File: config.mk
export PLATFORM = sky130hd
export DESIGN_NAME = alu_bist_ctrl_flat
export DESIGN_NICKNAME = d
export VERILOG_FILES = /design/src/rtl/alu_pkg.sv /design/src/rtl/alu_bist_ctrl_if.sv /design/src/rtl/alu_ref_model.sv /design/src/rtl/alu_bist_ctrl.sv /design/src/flat_wrapper.sv
export SDC_FILE = /design/constraint.sdc
export NUM_CORES = 1
export LEC_CHECK = 0
export BUFFER_PORTS_ARGS = -buffer_cell sky130_fd_sc_hd__buf_4
export CAP_MARGIN = 5
export CORE_MARGIN = 1.5
export CORE_UTILIZATION = 45
export DETAILED_ROUTE_END_ITERATION = 7
export PLACE_DENSITY = 0.71
export SLEW_MARGIN = 20
export SYNTH_ARGS = -nofsm -noshare
export SYNTH_HDL_FRONTEND = slang
export SYNTH_SLANG_ARGS = --single-unit
File: constraint.sdc
create_clock -name clk -period 8.7 [get_ports clk]
set_input_delay 0.87 -clock clk [delete_from_list [all_inputs] [get_ports clk]]
set_output_delay 0.87 -clock clk [all_outputs]
set_load 0.005 [all_outputs]
File: src/rtl/alu_pkg.sv
// Shared ALU definitions: opcode encodings, default widths and the BIST
// controller state encoding.
package alu_pkg;

  localparam int ALU_DATA_W = 4;
  localparam int ALU_SEL_W  = 3;
  localparam int ALU_RES_W  = 2 * ALU_DATA_W;

  localparam logic [ALU_SEL_W-1:0] ALU_ADD = 3'b000;
  localparam logic [ALU_SEL_W-1:0] ALU_SUB = 3'b001;
  localparam logic [ALU_SEL_W-1:0] ALU_SHL = 3'b010;
  localparam logic [ALU_SEL_W-1:0] ALU_AND = 3'b011;
  localparam logic [ALU_SEL_W-1:0] ALU_OR  = 3'b100;
  localparam logic [ALU_SEL_W-1:0] ALU_NOT = 3'b101;
  localparam logic [ALU_SEL_W-1:0] ALU_XOR = 3'b110;
  localparam logic [ALU_SEL_W-1:0] ALU_SHR = 3'b111;

  typedef logic [2:0] bist_state_t;

  localparam bist_state_t ST_IDLE  = 3'd0;
  localparam bist_state_t ST_DRIVE = 3'd1;
  localparam bist_state_t ST_WAIT  = 3'd2;
  localparam bist_state_t ST_CHECK = 3'd3;
  localparam bist_state_t ST_DONE  = 3'd4;

endpackage

File: src/rtl/alu_bist_ctrl_if.sv
// ALU operand/result bus between the BIST controller (master) and the
// ALU under test (slave).
interface alu_bist_ctrl_if #(
  parameter int DATA_W = alu_pkg::ALU_DATA_W,
  parameter int SEL_W  = alu_pkg::ALU_SEL_W,
  parameter int RES_W  = alu_pkg::ALU_RES_W
) ();

  logic [DATA_W-1:0] alu_a;
  logic [DATA_W-1:0] alu_b;
  logic [SEL_W-1:0]  alu_sel;
  logic [RES_W-1:0]  alu_result;

  modport master (
    output alu_a,
    output alu_b,
    output alu_sel,
    input  alu_result
  );

  modport slave (
    input  alu_a,
    input  alu_b,
    input  alu_sel,
    output alu_result
  );

endinterface

File: src/rtl/alu_ref_model.sv
// Combinational golden model of the ALU; operands are zero-extended to the
// result width before the operation.
module alu_ref_model #(
  parameter int DATA_W = alu_pkg::ALU_DATA_W,
  parameter int SEL_W  = alu_pkg::ALU_SEL_W,
  parameter int RES_W  = alu_pkg::ALU_RES_W
) (
  input  logic [DATA_W-1:0] a,
  input  logic [DATA_W-1:0] b,
  input  logic [SEL_W-1:0]  sel,
  output logic [RES_W-1:0]  expected
);
  import alu_pkg::*;

  logic [RES_W-1:0] a_x;
  logic [RES_W-1:0] b_x;

  assign a_x = {{(RES_W-DATA_W){1'b0}}, a};
  assign b_x = {{(RES_W-DATA_W){1'b0}}, b};

  always_comb begin
    case (sel)
      ALU_ADD: expected = a_x + b_x;
      ALU_SUB: expected = a_x - b_x;
      ALU_SHL: expected = a_x << b;
      ALU_AND: expected = a_x & b_x;
      ALU_OR:  expected = a_x | b_x;
      ALU_NOT: expected = {{(RES_W-DATA_W){1'b0}}, ~a};
      ALU_XOR: expected = a_x ^ b_x;
      ALU_SHR: expected = a_x >> b;
      default: expected = {RES_W{1'b0}};
    endcase
  end

endmodule

File: src/rtl/alu_bist_ctrl.sv
// Exhaustive ALU self-test controller. Optional first-failure capture is
// built only when ALU_BIST_FAIL_LOG_EN is defined.
module alu_bist_ctrl #(
  parameter int DATA_W        = 4,
  parameter int SEL_W         = 3,
  parameter int RES_W         = 8,
  parameter int SETTLE_CYCLES = 1,
  parameter int ERR_W         = 12
) (
  input  logic                clk,
  input  logic                rst,
  input  logic                start,
  alu_bist_ctrl_if.master     alu,
  output logic                busy,
  output logic                done,
  output logic                pass,
  output logic [ERR_W-1:0]    err_count,
  output logic                fail_valid,
  output logic [DATA_W-1:0]   fail_a,
  output logic [DATA_W-1:0]   fail_b,
  output logic [SEL_W-1:0]    fail_sel,
  output logic [RES_W-1:0]    fail_got
);
  import alu_pkg::*;

  localparam int IDX_W = 2 * DATA_W + SEL_W;
  localparam int CNT_W = (SETTLE_CYCLES > 1) ? $clog2(SETTLE_CYCLES) : 1;
  localparam logic [CNT_W-1:0] SETTLE_LAST = CNT_W'(SETTLE_CYCLES - 1);

  bist_state_t        state_q, state_d;
  logic [IDX_W-1:0]   idx_q, idx_d;
  logic [CNT_W-1:0]   settle_q, settle_d;
  logic [DATA_W-1:0]  alu_a_q, alu_a_d;
  logic [DATA_W-1:0]  alu_b_q, alu_b_d;
  logic [SEL_W-1:0]   alu_sel_q, alu_sel_d;
  logic [ERR_W-1:0]   err_q, err_d;
  logic               busy_q, busy_d;
  logic               done_q, done_d;
  logic               pass_q, pass_d;

  logic               start_ok_s;
  logic               mismatch_s;
  logic [RES_W-1:0]   golden_s;

  // The golden value is derived from the vector index, not from the driven operands.
  alu_ref_model #(
    .DATA_W (DATA_W),
    .SEL_W  (SEL_W),
    .RES_W  (RES_W)
  ) u_ref (
    .a        (idx_q[IDX_W-1 -: DATA_W]),
    .b        (idx_q[SEL_W +: DATA_W]),
    .sel      (idx_q[SEL_W-1:0]),
    .expected (golden_s)
  );

  assign start_ok_s = start && ((state_q == ST_IDLE) || (state_q == ST_DONE));
  assign mismatch_s = (alu.alu_result != golden_s);

  always_comb begin
    state_d   = state_q;
    idx_d     = idx_q;
    settle_d  = settle_q;
    alu_a_d   = alu_a_q;
    alu_b_d   = alu_b_q;
    alu_sel_d = alu_sel_q;
    err_d     = err_q;
    case (state_q)
      ST_IDLE, ST_DONE: begin
        if (start_ok_s) begin
          state_d = ST_DRIVE;
          idx_d   = {IDX_W{1'b0}};
          err_d   = {ERR_W{1'b0}};
        end else begin
          state_d = state_q;
        end
      end
      ST_DRIVE: begin
        alu_a_d   = idx_q[IDX_W-1 -: DATA_W];
        alu_b_d   = idx_q[SEL_W +: DATA_W];
        alu_sel_d = idx_q[SEL_W-1:0];
        settle_d  = {CNT_W{1'b0}};
        state_d   = ST_WAIT;
      end
      ST_WAIT: begin
        if (settle_q == SETTLE_LAST) begin
          state_d = ST_CHECK;
        end else begin
          settle_d = settle_q + CNT_W'(1);
        end
      end
      ST_CHECK: begin
        if (mismatch_s && (err_q != {ERR_W{1'b1}})) begin
          err_d = err_q + ERR_W'(1);
        end else begin
          err_d = err_q;
        end
        if (idx_q == {IDX_W{1'b1}}) begin
          state_d = ST_DONE;
        end else begin
          idx_d   = idx_q + IDX_W'(1);
          state_d = ST_DRIVE;
        end
      end
      default: state_d = ST_IDLE;
    endcase
    busy_d = (state_d == ST_DRIVE) || (state_d == ST_WAIT) || (state_d == ST_CHECK);
    done_d = (state_d == ST_DONE);
    pass_d = done_d && (err_d == {ERR_W{1'b0}});
  end

  // Controller state and status registers.
  always_ff @(posedge clk) begin
    if (rst) begin
      state_q   <= ST_IDLE;
      idx_q     <= {IDX_W{1'b0}};
      settle_q  <= {CNT_W{1'b0}};
      alu_a_q   <= {DATA_W{1'b0}};
      alu_b_q   <= {DATA_W{1'b0}};
      alu_sel_q <= {SEL_W{1'b0}};
      err_q     <= {ERR_W{1'b0}};
      busy_q    <= 1'b0;
      done_q    <= 1'b0;
      pass_q    <= 1'b0;
    end else begin
      state_q   <= state_d;
      idx_q     <= idx_d;
      settle_q  <= settle_d;
      alu_a_q   <= alu_a_d;
      alu_b_q   <= alu_b_d;
      alu_sel_q <= alu_sel_d;
      err_q     <= err_d;
      busy_q    <= busy_d;
      done_q    <= done_d;
      pass_q    <= pass_d;
    end
  end

  assign alu.alu_a   = alu_a_q;
  assign alu.alu_b   = alu_b_q;
  assign alu.alu_sel = alu_sel_q;
  assign busy        = busy_q;
  assign done        = done_q;
  assign pass        = pass_q;
  assign err_count   = err_q;

`ifdef ALU_BIST_FAIL_LOG_EN
  logic               fail_valid_q, fail_valid_d;
  logic [DATA_W-1:0]  fail_a_q, fail_a_d;
  logic [DATA_W-1:0]  fail_b_q, fail_b_d;
  logic [SEL_W-1:0]   fail_sel_q, fail_sel_d;
  logic [RES_W-1:0]   fail_got_q, fail_got_d;

  // Only the first mismatch of a run is logged; an accepted start clears it.
  always_comb begin
    fail_valid_d = fail_valid_q;
    fail_a_d     = fail_a_q;
    fail_b_d     = fail_b_q;
    fail_sel_d   = fail_sel_q;
    fail_got_d   = fail_got_q;
    if (start_ok_s) begin
      fail_valid_d = 1'b0;
      fail_a_d     = {DATA_W{1'b0}};
      fail_b_d     = {DATA_W{1'b0}};
      fail_sel_d   = {SEL_W{1'b0}};
      fail_got_d   = {RES_W{1'b0}};
    end else if ((state_q == ST_CHECK) && mismatch_s && !fail_valid_q) begin
      fail_valid_d = 1'b1;
      fail_a_d     = alu_a_q;
      fail_b_d     = alu_b_q;
      fail_sel_d   = alu_sel_q;
      fail_got_d   = alu.alu_result;
    end else begin
      fail_valid_d = fail_valid_q;
    end
  end

  // First-failure capture registers.
  always_ff @(posedge clk) begin
    if (rst) begin
      fail_valid_q <= 1'b0;
      fail_a_q     <= {DATA_W{1'b0}};
      fail_b_q     <= {DATA_W{1'b0}};
      fail_sel_q   <= {SEL_W{1'b0}};
      fail_got_q   <= {RES_W{1'b0}};
    end else begin
      fail_valid_q <= fail_valid_d;
      fail_a_q     <= fail_a_d;
      fail_b_q     <= fail_b_d;
      fail_sel_q   <= fail_sel_d;
      fail_got_q   <= fail_got_d;
    end
  end

  assign fail_valid = fail_valid_q;
  assign fail_a     = fail_a_q;
  assign fail_b     = fail_b_q;
  assign fail_sel   = fail_sel_q;
  assign fail_got   = fail_got_q;
`else
  assign fail_valid = 1'b0;
  assign fail_a     = {DATA_W{1'b0}};
  assign fail_b     = {DATA_W{1'b0}};
  assign fail_sel   = {SEL_W{1'b0}};
  assign fail_got   = {RES_W{1'b0}};
`endif

endmodule
File: src/flat_wrapper.sv
// flat-port wrapper written by rule: the top's interface ports become plain ports
module alu_bist_ctrl_flat import alu_pkg::*;
#(
  parameter int DATA_W        = 4,
  parameter int SEL_W         = 3,
  parameter int RES_W         = 8,
  parameter int SETTLE_CYCLES = 1,
  parameter int ERR_W         = 12
)
  (clk, rst, start, busy, done, pass, err_count, fail_valid, fail_a, fail_b, fail_sel, fail_got, alu_alu_a, alu_alu_b, alu_alu_sel, alu_alu_result);
  alu_bist_ctrl_if #(.DATA_W(DATA_W), .SEL_W(SEL_W), .RES_W(RES_W)) alu_i ();
  input  logic clk;
  input  logic rst;
  input  logic start;
  output logic busy;
  output logic done;
  output logic pass;
  output logic [ERR_W-1:0] err_count;
  output logic fail_valid;
  output logic [DATA_W-1:0] fail_a;
  output logic [DATA_W-1:0] fail_b;
  output logic [SEL_W-1:0] fail_sel;
  output logic [RES_W-1:0] fail_got;
  output wire logic [$bits(alu_i.alu_a)-1:0] alu_alu_a;
  output wire logic [$bits(alu_i.alu_b)-1:0] alu_alu_b;
  output wire logic [$bits(alu_i.alu_sel)-1:0] alu_alu_sel;
  input wire logic [$bits(alu_i.alu_result)-1:0] alu_alu_result;
  assign alu_alu_a = alu_i.alu_a;
  assign alu_alu_b = alu_i.alu_b;
  assign alu_alu_sel = alu_i.alu_sel;
  assign alu_i.alu_result = alu_alu_result;
  alu_bist_ctrl #(.DATA_W(DATA_W), .SEL_W(SEL_W), .RES_W(RES_W), .SETTLE_CYCLES(SETTLE_CYCLES), .ERR_W(ERR_W)) u_core (.clk(clk), .rst(rst), .start(start), .alu(alu_i), .busy(busy), .done(done), .pass(pass), .err_count(err_count), .fail_valid(fail_valid), .fail_a(fail_a), .fail_b(fail_b), .fail_sel(fail_sel), .fail_got(fail_got));
endmodule
Word-level counts from Yosys, hierarchy flattened --
Cells that the tools add are included.
Word-level totals: register bits after elaboration 41, latch bits 0, bits in writable memories 0, bits in read-only memories 0, input bits 11, output and inout bits 46, memories kept 0
Operators by class: add/subtract/negate cells 5, $mul 0, divide/modulo/power cells 0, magnitude comparators 0, eq/ne operators 20, shifts and indexed selects 2, muxes and demuxes 13, bitwise gates (word level) 4, reductions and logical operators 13
Operators by type and width (count):
- 8-bit one-hot mux with 8 select lines | 1
- 12-bit two-way mux | 2
- 12-bit one-hot mux with 2 select lines | 1
- 11-bit two-way mux | 2
- 11-bit one-hot mux with 2 select lines | 1
- 3-bit by 2-bit equality test with 1-bit output, second input constant | 6
- 3-bit equality test, second input constant | 6
- 12-bit by 1-bit adder with 12-bit output, second input constant | 1
- 12-bit logical NOT | 1
- 12-bit != test, second input constant | 1
- 3-bit one-hot mux with 4 select lines | 1
- 11-bit by 1-bit adder with 11-bit output, second input constant | 1
- 11-bit equality test, second input constant | 1
- 3-bit by 1-bit equality test with 1-bit output, second input constant | 3
- 3-bit two-way mux | 3
- 8-bit != test | 1
- 4-bit by 4-bit left shift with 8-bit output | 1
- 4-bit by 4-bit right shift with 8-bit output | 1
- 3-bit logical NOT | 2
- 4-bit by 4-bit adder with 5-bit output | 1
- 4-bit by 4-bit subtractor with 5-bit output | 1
- 4-bit bitwise AND | 1
- 4-bit NOT | 1
- 4-bit bitwise OR | 1
- other kinds (11) | 16

Depth between registers and ports, before layout --
Gate-level depths: netlist of run 1.
depth after elaboration 8, mapped depth 17

Cells and area by module --
A second synthesis of run 1 with hierarchy kept.
Unflattened totals: cell total of the unflattened synthesis 382, area, all modules 3106.7 µm²
Modules (own cells, without submodules):
- alu_bist_ctrl | times used 1, cells each 262, area an instance 2207.1 µm²
- alu_ref_model | times used 1, cells each 120, area an instance 899.6 µm²

Worst setup path after synthesis of run 1 --
No wires, ideal clock.
path kind reg2reg, from reg u_core.idx_q[4], to reg u_core.pass_q, in the netlist u_core.pass, library setup time 0.088 ns, arrival time 3.345 ns, setup slack 5.267 ns, stages on the path, launching flop included 15, buffers on the path 2, cell sequence dfxtp_1 > clkbuf_1 > inv_1 > fa_1 > a21oi_1 > o21ai_0 > a41oi_1 > xor2_1 > nor3_1 > and4_1 > buf_6 > o311a_1 > a211oi_2 > nand4_1 > nor4_2
Between the ends: longest elaborated chain between the ends 8
RTL lines:
- from (decl) | RTL line alu_bist_ctrl.sv:31 | logic [IDX_W-1:0] idx_q, idx_d;
- from (signal assigned) | RTL line alu_bist_ctrl.sv:116 | idx_q <= {IDX_W{1'b0}};
- from (signal assigned) | RTL line alu_bist_ctrl.sv:127 | idx_q <= idx_d;
- 4-bit by 4-bit subtractor with 5-bit output, or another cell as far along | RTL line alu_ref_model.sv:24 | ALU_SUB: expected = a_x - b_x;
- 8-bit one-hot mux with 8 select lines | RTL line alu_ref_model.sv:22 | case (sel)
- 8-bit != test | RTL line alu_bist_ctrl.sv:58 | assign mismatch_s = (alu.alu_result != golden_s);
- 1-bit logical AND | RTL line alu_bist_ctrl.sv:93 | if (mismatch_s && (err_q != {ERR_W{1'b1}})) begin
- 12-bit two-way mux | RTL line alu_bist_ctrl.sv:93
- 12-bit one-hot mux with 2 select lines | RTL line alu_bist_ctrl.sv:68 | case (state_q)
- 12-bit logical NOT | RTL line alu_bist_ctrl.sv:109 | pass_d = done_d && (err_d == {ERR_W{1'b0}});
- 1-bit logical AND (*) | RTL line alu_bist_ctrl.sv:109
- to (signal assigned) | RTL line alu_bist_ctrl.sv:135 | pass_q <= pass_d;
- to (decl) | RTL line alu_bist_ctrl.sv:39 | logic pass_q, pass_d;
Every way passes the cells marked *; elsewhere a longest branch is shown, timed or not. A chain may end at the register's enable or synchronous reset.

Final worst setup path of run 1 --
from reg u_core.idx_q[3], to reg u_core.pass_q, in the netlist u_core.pass
The elaborated chain is that of the path after synthesis.

==> key figures, run 1 <==
Synth
  • Yosys top cell area share: between 20 and 30%
  • Synthesis-stage register bit count: 40
  • Synth area leader: dfxtp_1
  • Mapped Cells: 390
  • Synth warn: 0
  • Post-synth EDFFs: 0
  • Ys async rst share: 0%
  • Mean post-synth cell area: approximately 7.9 µm²
  • Post-Syn Area: 0.00309 mm²
  • Sequential area share after synthesis: 25.9%
  • Largest cells by area after synthesis: dfxtp_1, ha_1, mux2i_1
  • Ys flop type: dfxtp_1
  • Unique cell type count in the Yosys netlist: 63

Worst setup path
  • Crit Path Max Fanout: 20
  • CP Data Arrival Time: 4.40 ns
  • Startpoint Class: flip-flop
  • Setup crit end kind: flip-flop
  • WP data required: 8.91 ns
  • Critical path cell sequence: ha_1 > inv_1 > fa_1 > a21oi_1 > o21ai_0 > a41oi_1 > xor2_1 > nor3_1 > and4_1 > nor2_1 > a211oi_1 > o2111ai_1 > nor4_2
  • Crit path max-delay cell type: dfxtp_1
  • Top Family by Delay on Critical Path: simple AND/OR/NAND/NOR gates
  • WS Path Type: reg2reg
  • Buf+Inv Stages, Crit Path: 1
  • CP peak stage delay: 0.79 ns

Pwr
  • Share of power burned in the clock network: 38.3%
  • Sw power: between 0.1 and 0.15 mW
  • Gate power share: about an eighth
  • Flop pwr share: 48.6%
  • P_leak: roughly 1.3 nW
  • VDD IR max: 0.0000950 V
  • Power per cell area: roughly 120 mW/mm²
  • Pint: a little under 0.3 mW
  • Sw frac: a little over a quarter

STA
  • Fmax: roughly 0.24 GHz
  • Hold Fails Final Rpt: 0
  • Slew @ Worst Pin: approximately 0.9 ns
  • Layout Skew: approximately 0.0039 ns
  • Final number of setup-violating endpoints: 0
  • Max_slew headroom: between 40% and 50%
  • Post-layout worst setup margin: around 4.5 ns
  • Fin crit period: roughly 4.2 ns
  • Period utilization: 48.1%
  • Slew Viols, Final: 0
  • Final TNS setup: 0 ns
  • RSZ-0062 raised after global routing: no

GRT
  • Vias in the first global route: ~2700
  • Gr usage total: between 20% and 30%
  • Initial antenna violation count: 0
  • Largest net degree at the start of global routing: 33
  • First-pass GRT wire length: around 13 mm
  • Total grt overflow: 0

Cells and area
  • Fin nets: between 400 and 500
  • P&R area growth vs syn: 10.3%
  • Final core utilization: between 50% and 60%
  • Layout cells sized above 1: 12.8%
  • Antenna diodes: 0

CTS
  • TritonCTS clock tree: built
  • Post-cts sizing count: 0
  • Total CTS buffers: 5
  • Clk buf depth: 2
  • Post-CTS Setup Bufs: 0
  • Worst-skew pair later-pin latency: slightly below 0.3 ns
  • Reg clk slew, reported paths: around 0.08 ns
  • H-tree depth: 2
  • Clock sink count: 40
  • Post-CTS Hold Buffers: 0
  • Root buf cell: clkbuf_8

Drt
  • Final wirelength: approximately 7.9 mm
  • Post-DR wirelength/cell: approximately 16 µm
  • Drt drc: 0
  • Routed Antenna Nets: 0
  • First-pass DRT Iterations: 4
  • Via count: about 2900
  • Initial DRC Count: ~270
  • Vias per cell: 5.93

Floorplan
  • Starting density of the core: between 40% and 50%
  • # IOs: 57
  • Num rows: 30
  • Chip width: 85.9 µm
  • Core area: between 0.006 and 0.007 mm²
  • Die Ht: about 86 µm
  • Die ar.: ~0.0074 mm²

Placement
  • Gpl congestion: between 1 and 1.5
  • Setup WS pre-CTS: roughly 4.6 ns
  • IO Port Bufs: 36
  • HPWL Detailed: 5.84 mm

Flow run
  • MaxCap Viol Count: 0

Worst hold path
  • Hold Crit Class: reg2reg

Status
  • Status: finished clean
cell families after synthesis:
logic type               count (synthesis)  share of synthesized area [%]
AO/OA/AOI/OAI                           72                           17.0
XOR/XNOR                                18                           5.10
adder cells (fa/ha/maj)                 22                           9.39
buffers and inverters                   59                           10.3
flip-flops                              40                           25.9
multiplexers                            18                           5.83
other                                    1                          0.121
AND/OR/NAND/NOR                        160                           26.3
cell usage after synthesis, drive strengths merged, types with 4 or more instances:
cell and number:
buf 27, dfxtp 40, xor2 5, xnor2 13, a21oi 17, inv 20
ha 20, nand2b 4, clkbuf 12, and2 4, nand2 39, and3 5
nand3 16, nor2b 5, nor3 8, mux2i 18, nand4 9, o311ai 5
a211oi 5, nor2 46, or3 5, nor4 4, o21ai 7
routing by layer:
layer,vias to the layer above,GRT usage [%],share of wire [%]
met5,-,0,0
met2,145,35.4,45
met4,0,8.80,3.3
met1,1369,30.2,46
met3,23,2.60,5.8
li1,1390,-,-
flip-flops by register name, summed over array words and instances (netlist names):
name                cells
u_core.pass             1
u_core.err_count       12
u_core.state_q          3
u_core.alu.alu_sel      3
u_core.busy             1
u_core.alu.alu_a        4
u_core.alu.alu_b        4
u_core.done             1
u_core.idx_q           11
per-stage QoR:
step | hold WS [ns] | instance area (µm²) | cells | total power, mW
floorplan | 0.484 | 3160 | 409 | 0.237
global placement | 0.480 | 3300 | 486 | 0.244
detailed placement | 0.484 | 3300 | 486 | 0.246
CTS | 0.504 | 3410 | 494 | 0.396
global route | 0.536 | 3410 | 494 | 0.409
finish | 0.499 | 3410 | 494 | 0.393
cell type report:
| type | count | area, µm² |
|---|---|---|
| multi-input combinational | 310 | 2060 |
| clock buffer | 6 | 72.6 |
| clock inverter | 2 | 35.0 |
| sequential | 40 | 801 |
| tap | 80 | 100 |
| timing repair buffer | 36 | 270 |
| fill | 672 | 3310 |
| inverter | 20 | 75.1 |
worst paths after layout:
| check | startpoint | to | slack, ns | cells after the start |
|---|---|---|---|---|
| hold reg to reg | u_core.alu.alu_a[0]$_SDFFE_PP0P_ | u_core.alu.alu_a[0]$_SDFFE_PP0P_ | 0.50 | 2 |
| hold / removal | u_core.alu.alu_a[0]$_SDFFE_PP0P_ | u_core.alu.alu_a[0]$_SDFFE_PP0P_ | 0.50 | 2 |
| setup reg to reg | u_core.idx_q[3]$_SDFFE_PP0P_ | u_core.pass$_SDFF_PP0_ | 4.51 | 13 |
| setup / recovery | u_core.idx_q[3]$_SDFFE_PP0P_ | u_core.pass$_SDFF_PP0_ | 4.51 | 13 |
worst register-to-register path: cells and delay by family (launching register included):
kind | cells | cell delay, ns
and+or+nand+nor | 4 | 1.30
AOI/OAI and AO/OA | 5 | 1.12
DFF | 1 | 0.79
adders and majority gates | 2 | 0.70
xor gates and xnor gates | 1 | 0.12
buffers and inverters | 1 | 0.06
power groups by stage:
stage               Combinational (mW)  Sequential, mW  Clock (mW)
floorplan                       0.0459           0.191           0
global placement                0.0496           0.195           0
detailed placement              0.0503           0.195           0
CTS                             0.0506           0.191       0.154
global route                    0.0565           0.192       0.161
finish                          0.0512           0.191       0.151
cell usage in the layout, fill, tap and decap left out, drive strengths merged, types with 5 or more instances in the layout:
cell type   n
nand3      16
and3        5
ha         20
nand2      39
clkbuf      6
or3         5
conb       20
nor2b       5
nor3        8
o21ai       7
a211oi      5
o311ai      5
dfxtp      40
mux2i      18
xnor2      13
inv        20
xor2        5
nand4       9
a21oi      17
nor2       46
buf        36
Power figures use the tool's default switching activity.
==> run 2: changes to the inputs <==
==> constraint.sdc (replaced) <==
create_clock -name clk -period 4.2 [get_ports clk]
set_input_delay 0.42 -clock clk [delete_from_list [all_inputs] [get_ports clk]]
set_output_delay 0.42 -clock clk [all_outputs]
set_load 0.005 [all_outputs]
==> run 2 against run 1 <==
Effect of this change: cell count increased by 1.6%; clock-buffer cell count increased by 2; combinational power increased by 100%; setup slack got worse by 4.0 ns; routed wire length decreased by 0.70%; total power increased by 95%; critical endpoint unchanged.
==> key figures, run 2 (synthesized netlist as in run 1, its figures left out) <==
Status
  • Status: finished clean

CTS
  • Worst-skew pair later-pin latency: 0.30 ns (about the same)
  • Post-CTS Hold Buffers: 0 (unchanged)
  • Clock sink count: 40 (unchanged)
  • H-tree depth: 2 (unchanged)
  • TritonCTS clock tree: built
  • Root buf cell: clkbuf_8
  • Clk buf depth: 2 (unchanged)
  • Reg clk slew, reported paths: 0.08 ns (about the same)
  • Total CTS buffers: 5 (unchanged)

Drt
  • Initial DRC Count: 213 (-21%)
  • Routed Antenna Nets: 0 (unchanged)
  • Post-DR wirelength/cell: 15.6 µm (-2.3%)
  • Vias per cell: 5.86 (-1.1%)
  • First-pass DRT Iterations: 4 (unchanged)
  • Via count: 2942 (+0.51%)
  • Final wirelength: 7.84 mm (-0.70%)
  • Drt drc: 0 (unchanged)

Pwr
  • Power per cell area: 221 mW/mm² (+92%)
  • Overall power: 0.764 mW (+95%)
  • P_leak: 1.37 nW (+2.4%)
  • VDD IR max: 0.000163 V (+71%)

STA
  • Hold Fails Final Rpt: 0 (unchanged)
  • Final hold slack: 0.436 ns (-0.0631 ns)
  • Period utilization: 88.7% (+41 points)
  • Post-layout worst setup margin: 0.476 ns (-4.04 ns)
  • RSZ-0062 raised after global routing: no
  • Fmax: 0.269 GHz (+12%)
  • Fin crit period: 3.72 ns (-0.461 ns)
  • Final number of setup-violating endpoints: 0 (unchanged)
  • Final TNS setup: 0 ns (unchanged)
  • Slew @ Worst Pin: 0.830 ns (-0.0466 ns)
  • Layout Skew: 0.00964 ns (+0.00570 ns)
  • Max_slew headroom: 44.5% (+3.1 points)
  • Slew Viols, Final: 0 (unchanged)

Placement
  • HPWL Detailed: 5.92 mm (+1.4%)
  • IO Port Bufs: 36 (unchanged)
  • Setup WS pre-CTS: 0.318 ns (-4.30 ns)
  • Gpl congestion: 1.05 (+3.6%)

Worst setup path
  • WP data required: 4.42 ns (-4.49 ns)
  • Worst r2r path cells: 12 (-1)
  • CP peak stage delay: 0.50 ns (-0.29 ns)
  • WP depth: 12 (-1)
  • Reg2reg setup slack: 0.48 ns (-4.04 ns)
  • WS Path Type: reg2reg
  • Top Family by Delay on Critical Path: simple AND/OR/NAND/NOR gates
  • Critical path cell sequence: inv_1 > ha_1 > or3_1 > or4_1 > and2_1 > nand4_1 > xor2_1 > and4_2 > nor2_1 > a211oi_1 > o2111ai_1 > nor4_2
  • Worst R2R Start: u_core.idx_q[1]$_SDFFE_PP0P_
  • Buf+Inv Stages, Crit Path: 1 (unchanged)
  • CP Data Arrival Time: 3.94 ns (-0.46 ns)
  • Critical R2R Capture: u_core.pass$_SDFF_PP0_
  • Crit path max-delay cell type: or4_1
  • Startpoint Class: flip-flop
  • Setup crit end kind: flip-flop
  • Crit Path Max Fanout: 19 (-5.0%)

Cells and area
  • Antenna diodes: 0 (unchanged)
  • Layout cells sized above 1: 14.5% (+1.7 points)
  • Multi-input gate area: 0.00206 mm² (about the same)
  • P&R area growth vs syn: 11.7%
  • Fillcell total: 670 (-0.30%)
  • Commonest non-fill, non-tap cell in the layout: nor2_1
  • Most frequent cells in the layout: nor2_1, buf_4, dfxtp_1
  • Max reg flops: 12 (unchanged)
  • Fin nets: 454 (+1.8%)
  • FF+latch area: 801 µm² (unchanged)

Worst hold path
  • WHS Path Cells: 4 (+2)
  • Hold Path Sink: u_core.done$_SDFF_PP0_
  • Hold path startpoint: start
  • Hold Crit Class: in2reg

Floorplan
  • Core area: 0.00672 mm² (unchanged)
  • Die ar.: 0.00738 mm² (unchanged)
  • Num rows: 30 (unchanged)
  • Chip width: 85.9 µm (unchanged)
  • # IOs: 57 (unchanged)
  • Starting density of the core: 46.0% (unchanged)
  • Die Ht: 85.9 µm (unchanged)

Flow run
  • MaxCap Viol Count: 0 (unchanged)

GRT
  • Initial antenna violation count: 0 (unchanged)
  • Gr usage total: 22.1% (+0.027 points)
  • Vias in the first global route: 2715 (+0.93%)
  • First-pass GRT wire length: 13.0 mm (-0.53%)
  • Total grt overflow: 0 (unchanged)
  • Largest net degree at the start of global routing: 33 (unchanged)
[run 2: cell types whose count changed in the layout (fill, tap and decap cells not counted)]
cell / before / now
and4_1: 2 / 1
clkinv_2: 1 / 0
and4_2: 0 / 1
clkbuf_1: 1 / 2
buf_4: 36 / 44
clkbuf_8: 5 / 6
bufinv_16: 1 / 0
[run 2: final cells by class]
cell class                 instances  share of cell area [%]
timing repair buffer              44                    9.57
multi-input combinational        310                    59.6
tap                               80                    2.90
clock buffer                       8                    2.61
sequential                        40                    23.2
inverter                          20                    2.17
[run 2: metal layers]
layer | up-vias | GRT usage, % | part of all wire [%] | wire length, µm
met5 | - | 0 | 0 | 0
met4 | 0 | 11.4 | 4.2 | 327
met3 | 28 | 3.37 | 6.7 | 524
met2 | 139 | 33.5 | 44 | 3460
met1 | 1362 | 30.3 | 45 | 3530
li1 | 1413 | - | - | -
[run 2: repair_timing]
item	4_1_cts	5_1_grt
gates resized for setup	0	1
setup endpoints to repair	0	1
buffers inserted	0	0
[run 2: report_power, final]
| group | switching, mW | internal, mW | total, mW |
|---|---|---|---|
| Combinational | 0.0635 | 0.0405 | 0.104 |
| Clock | 0.130 | 0.134 | 0.264 |
| Sequential | 0.0107 | 0.385 | 0.395 |
[run 2: worst max path at each step]
stage	start	to	slack [ns]
after floorplan	u_core.idx_q[4]$_SDFFE_PP0P_	u_core.pass$_SDFF_PP0_	0.77
after detailed placement	u_core.idx_q[1]$_SDFFE_PP0P_	u_core.pass$_SDFF_PP0_	0.32
after global placement	u_core.idx_q[7]$_SDFFE_PP0P_	u_core.pass$_SDFF_PP0_	0.47
after CTS	u_core.idx_q[1]$_SDFFE_PP0P_	u_core.pass$_SDFF_PP0_	0.27
after global routing	u_core.idx_q[9]$_SDFFE_PP0P_	u_core.pass$_SDFF_PP0_	0.06
final	u_core.idx_q[1]$_SDFFE_PP0P_	u_core.pass$_SDFF_PP0_	0.48
[run 2: tightest hold or removal path, stage by stage]
cell,delay (ns)
buf_4,0.08
nor3_1,0.04
nand2_1,0.07
a21oi_1,0.06
[run 2: per-stage QoR]
stage	cell area (µm²)	util, %	cells
finish	3450	51.4	502
global placement	3360	49.9	494
detailed placement	3360	49.9	494
global route	3450	51.4	502
floorplan	3160	-	409
CTS	3450	51.3	502
